`config.mk`:
```
export PLATFORM = sky130hd
export DESIGN_NAME = interleaver_commutator
export DESIGN_NICKNAME = d
export VERILOG_FILES = /design/src/rtl/interleaver_commutator.sv
export SDC_FILE = /design/constraint.sdc
export NUM_CORES = 1
export LEC_CHECK = 0
export BUFFER_PORTS_ARGS = -buffer_cell sky130_fd_sc_hd__buf_2
export CAP_MARGIN = 25
export CORE_MARGIN = 4
export CORE_UTILIZATION = 25
export CTS_BUF_LIST = sky130_fd_sc_hd__clkbuf_8
export DETAILED_ROUTE_END_ITERATION = 8
export HOLD_SLACK_MARGIN = 0.15
export SYNTH_ARGS = -nofsm -noshare
export SYNTH_HDL_FRONTEND = slang
export SYNTH_SLANG_ARGS = --single-unit
```
`constraint.sdc`:
```
create_clock -name clk -period 2.2 [get_ports clk]
set_input_delay 0.22 -clock clk [delete_from_list [all_inputs] [get_ports clk]]
set_output_delay 0.22 -clock clk [all_outputs]
set_load 0.05 [all_outputs]
```
`src/rtl/interleaver_commutator.sv`:
```
// Input/output commutator for a convolutional byte interleaver: locks to the packet sync byte,
// strobes branches round-robin and collects the byte each branch pushes out.
module interleaver_commutator #(
  parameter int unsigned       BRANCHES  = 12,
  parameter int unsigned       DW        = 8,
  parameter int unsigned       PKT_LEN   = 204,
  parameter logic [DW-1:0]     SYNC_BYTE = 8'h47
) (
  input  logic                   clk,
  input  logic                   reset,
  input  logic [DW-1:0]          in_data,
  input  logic                   in_valid,
  input  logic                   in_sync,
  output logic [BRANCHES-1:0]    branch_en,
  output logic [DW-1:0]          branch_data,
  input  logic [BRANCHES*DW-1:0] branch_q,
  output logic [DW-1:0]          out_data,
  output logic                   out_valid,
  output logic                   out_sync,
  output logic                   locked,
  output logic                   sync_err
);

  localparam int unsigned IdxW = (BRANCHES > 1) ? $clog2(BRANCHES) : 1;
  localparam int unsigned CntW = (PKT_LEN > 1) ? $clog2(PKT_LEN) : 1;

  typedef enum logic [0:0] {StHunt, StLocked} state_e;

  state_e          state_q, state_d;
  logic [IdxW-1:0] idx_q, idx_d;
  logic [CntW-1:0] cnt_q, cnt_d;
  logic [DW-1:0]   out_data_q, out_data_d;
  logic            out_valid_q, out_sync_q, locked_q, sync_err_q;

  logic            is_sync, err, wr_en, wr_start;
  logic [IdxW-1:0] wr_idx;

  assign is_sync = in_sync && (in_data == SYNC_BYTE);

  always_comb begin
    state_d = state_q;
    idx_d   = idx_q;
    cnt_d   = cnt_q;
    err     = 1'b0;
    wr_en   = 1'b0;
    wr_idx  = idx_q;
    if (in_valid) begin
      if (state_q == StHunt) begin
        if (is_sync) begin
          state_d = StLocked;
          wr_en   = 1'b1;
          wr_idx  = '0;
          idx_d   = IdxW'(1);
          cnt_d   = CntW'(1);
        end
      end else begin
        err = (cnt_q == '0) ? !is_sync : in_sync;
        if (!err) begin
          wr_en = 1'b1;
          idx_d = (idx_q == IdxW'(BRANCHES - 1)) ? '0 : idx_q + 1'b1;
          cnt_d = (cnt_q == CntW'(PKT_LEN - 1)) ? '0 : cnt_q + 1'b1;
        end else if (is_sync) begin
          // A misplaced but genuine sync byte restarts the packet at once.
          wr_en  = 1'b1;
          wr_idx = '0;
          idx_d  = IdxW'(1);
          cnt_d  = CntW'(1);
        end else begin
          state_d = StHunt;
          idx_d   = '0;
          cnt_d   = '0;
        end
      end
    end
  end

  assign wr_start = wr_en && (wr_idx == '0) && (cnt_q == '0);

  always_comb begin
    branch_en = '0;
    if (wr_en && reset) begin
      branch_en[wr_idx] = 1'b1;
    end
  end

  assign branch_data = in_data;
  assign out_data_d  = wr_en ? branch_q[wr_idx*DW +: DW] : out_data_q;

  always_ff @(posedge clk or negedge reset) begin
    if (!reset) begin
      state_q     <= StHunt;
      idx_q       <= '0;
      cnt_q       <= '0;
      out_data_q  <= '0;
      out_valid_q <= 1'b0;
      out_sync_q  <= 1'b0;
      locked_q    <= 1'b0;
      sync_err_q  <= 1'b0;
    end else begin
      state_q     <= state_d;
      idx_q       <= idx_d;
      cnt_q       <= cnt_d;
      out_data_q  <= out_data_d;
      out_valid_q <= wr_en;
      out_sync_q  <= wr_start;
      locked_q    <= (state_d == StLocked);
      sync_err_q  <= err;
    end
  end

  assign out_data  = out_data_q;
  assign out_valid = out_valid_q;
  assign out_sync  = out_sync_q;
  assign locked    = locked_q;
  assign sync_err  = sync_err_q;

endmodule
```
==> results.cfg <==
[critical_path]
crit_path_max_incr_delay_ns = 0.59
crit_chain = inv_1 -> ha_2 -> nor4b_4 -> and3_1 -> mux2i_2 -> or4b_4 -> nor3_4 -> buf_6
crit_buf_inv = 2
worstSetupEndpointType = primary output
worstReg2RegEnd = out_data[3]$_DFFE_PN0P_
worstPathRequired_ns = 1.98
reg2reg_depth = 9
crit_type = flip-flop to primary output
crit_fanout = 4
r2r_start = cnt_q[0]$_DFFE_PN0P_
cp_slowest_cell = or4b_4
critical_path.top_delay_family = simple AND/OR/NAND/NOR gates
r2r_slack_ns = 0.11
cp_data_arrival_time_ns = 2.39
worst_setup_path_start_kind = flip-flop

[final_layout]
insertedDiodeCount = 0
drive_above_1_share_pct = 58.9
final_common_cell = buf_2
area_growth_pct = 52.8
nNetsFinal = 487
mostFrequentLayoutCells = 127 x buf_2, 31 x buf_4, 22 x dfrtp_1, 14 x nand2_1, 14 x mux4_2

[die]
num_io_pins = 140
start_util_pct = 26.1
die_y_um = 101
die-area_mm2 = 0.0103
fp.coreArea_mm2 = 0.00834
die_w_um = 101
rows = 33

[synthesis]
seq_area_frac_synth_pct = 27.6
synth_compound_area_share_pct = 17.7
synth_fa_ha_area_share_pct = 1.72
syn_inst = 223
synthArstFlopShare_pct = 100
muxShareOfSynthArea_pct = 22.5
avgSynthCellArea_um2 = 9.77
synth_area_mm2 = 0.00218
synthSimpleGateAreaFrac_pct = 21.8
synth_edf_count = 0
syn_nets = 334
synth_cell_type_count = 47
synthXorXnorAreaFrac_pct = 2.01
synth-seq-cells = 24
synth_warnings = 0
synth_top_family_by_area = multiplexers
ys.flop_type = dfrtp_1

[routing]
via_per_inst = 4.90
first_iter_violations = 79
ant_nets = 0
wirelength_mm = 7.21
vias = 2351
wl_per_cell_um = 15.0
drc_errors = 0
first_pass_iters = 4

[clock_network]
cts_setup_buffers = 0
cts.htree.levels = 1
cts_made_buffers = 3
clock_path_buffers = 2
cts_root_buffer = clkbuf_8
clk_pin_slew_ns = 0.09
cts_tree = built
clock_sinks = 24
clock_latency_ns = 0.27

[place]
port_buffers = 139
post-place-ws_ns = -0.206
dpl.hpwl_mm = 6.19
place.gp.congestion = 0.788

[hold_path]
hold_end = out_data[7]$_DFFE_PN0P_
holdPathStages = 2
hold_path.class = input pin to flip-flop
hp-start = branch_q[7]

[power]
netSwitchingPower_w = 0.000286
peakVddDrop_mv = 0.197
pwr-share-clk_pct = 28.7
p_per_area_mw_per_mm2 = 313
seq_power_share_pct = 43.5
p_sw_share_pct = 27.4
pwr-share-comb_pct = 27.7
leakagePower_nw = 1.60
p_int_w = 0.000756

[grt]
first_global_vias = 2519
use_met2_pct = 25.5
antenna_found_initial = 0
grt_pass1_wl_mm = 11.3
overflow = 0
met1_usage_pct = 16.4
grt_max_degree = 27
grt.busiest_layer = met2
grtUsageTotal_pct = 13.7
grt_use_met3_pct = 1.79

[outcome]
violations = negative setup slack
status = finished with violations

[sta]
period_needed_ns = 2.61
hold_ws_ns = 0.184
max_freq_mhz = 383
fin_skew_ns = 0.00816
finalHoldViolations = 0
setup_violations = 12
maxSlewViolCount = 0
period_share_pct = 119
setup_ws_ns = -0.408
relSlewSlack_pct = 62.2
rsz0062_at_grt = yes
tightest_slew_ns = 0.565
setup_tns_ns = -2.36

[flow_run]
max_cap_violations = 0
[routing by layer]
metal  up-vias  routed length, um
li1       1154                  -
met1      1113               3010
met2        74               3770
met3        10                334
met4         0                 93
met5         -                  0
[cell families (layout without fill, tap and decap cells)]
kind of cell | count (synthesis) | in the layout
AOI/OAI and AO/OA | 52 | 52
adders and majority gates | 3 | 3
DFF | 24 | 24
xor gates and xnor gates | 5 | 5
muxes | 30 | 30
buffers and inverters | 29 | 181
and+or+nand+nor | 80 | 80
[worst register-to-register path, delay by kind of cell (launching register included)]
family | cells | cell delay (ns)
and+or+nand+nor | 3 | 0.66
buffers and inverters | 3 | 0.40
DFF | 1 | 0.39
AOI/OAI and AO/OA | 2 | 0.38
adders and majority gates | 1 | 0.15
[synth_stat cells (2+ instances only)]
master	n	area share, %
o21ai_0	3	0.69
nand2_1	14	2.4
nand4_1	4	1.1
buf_4	8	2.8
mux4_2	14	14
xnor2_1	3	1.2
nand2b_1	4	1.1
nand3_1	8	1.8
and3_1	6	1.7
nor3_2	2	0.92
xor2_1	2	0.80
buf_2	6	1.4
a22o_1	8	3.2
nor4b_4	2	2.2
buf_1	2	0.34
clkbuf_1	7	1.2
a22oi_1	6	2.1
nand3b_1	2	0.69
and2_1	3	0.86
nor4bb_1	2	0.92
nor2b_1	3	0.86
dfrtp_1	24	28
a21o_1	2	0.69
a21oi_1	11	2.5
mux2i_1	7	3.2
nor2_1	22	3.8
a31oi_1	7	2.0
a221o_1	8	3.7
ha_1	3	1.7
mux2_2	8	4.1
inv_1	6	1.0
[final cells by class]
type                            count  area (um^2)
Fill cell                         840         5010
Multi-Input combinational cell    170         1490
Timing Repair Buffer              171         1020
Sequential cell                    24          603
Tap cell                          105          131
Clock buffer                        4         55.1
Inverter                            6         22.5
[registers in the layout (all words and copies together) (netlist names)]
name and flops:
locked 1, out_data 8, idx_q 4, cnt_q 8
out_valid 1, sync_err 1, out_sync 1
[through the flow]
step	cell area (um^2)	power, W	std cells	utilization [%]
final	3330	0.00104	480	39.9
after floorplan	2250	0.000609	223	-
after detailed placement	3190	0.000751	475	38.3
after CTS	3330	0.00106	480	39.9
after global placement	3190	0.000744	475	38.3
after global routing	3330	0.00110	480	39.9
[how the worst max path moves through the flow]
stage	startpoint	end	slack, ns	cells past startpoint
after CTS	cnt_q[0]$_DFFE_PN0P_	branch_en[4]	-0.43	8
after global routing	cnt_q[0]$_DFFE_PN0P_	branch_en[4]	-0.52	8
after floorplan	cnt_q[0]$_DFFE_PN0P_	branch_en[6]	-0.26	7
after global placement	cnt_q[0]$_DFFE_PN0P_	branch_en[4]	-0.13	8
after detailed placement	cnt_q[0]$_DFFE_PN0P_	branch_en[4]	-0.21	8
final	cnt_q[0]$_DFFE_PN0P_	branch_en[4]	-0.41	8
[power by group through the flow]
stage	Clock [W]	Sequential [W]	Combinational [W]
2_1_floorplan	0	0.000465	0.000144
3_3_place_gp	0	0.000462	0.000282
3_5_place_dp	0	0.000462	0.000289
4_1_cts	0.000312	0.000453	0.000291
5_1_grt	0.000328	0.000455	0.000314
6_report	0.000299	0.000454	0.000289
[what timing repair did]
action,in CTS,in global routing
hold buffers,1,0
pin swaps,2,1
hold endpoints to repair,24,0
setup endpoints to repair,12,18
gates resized for setup,23,0
Note: power is estimated with default switching activity, not from simulation.
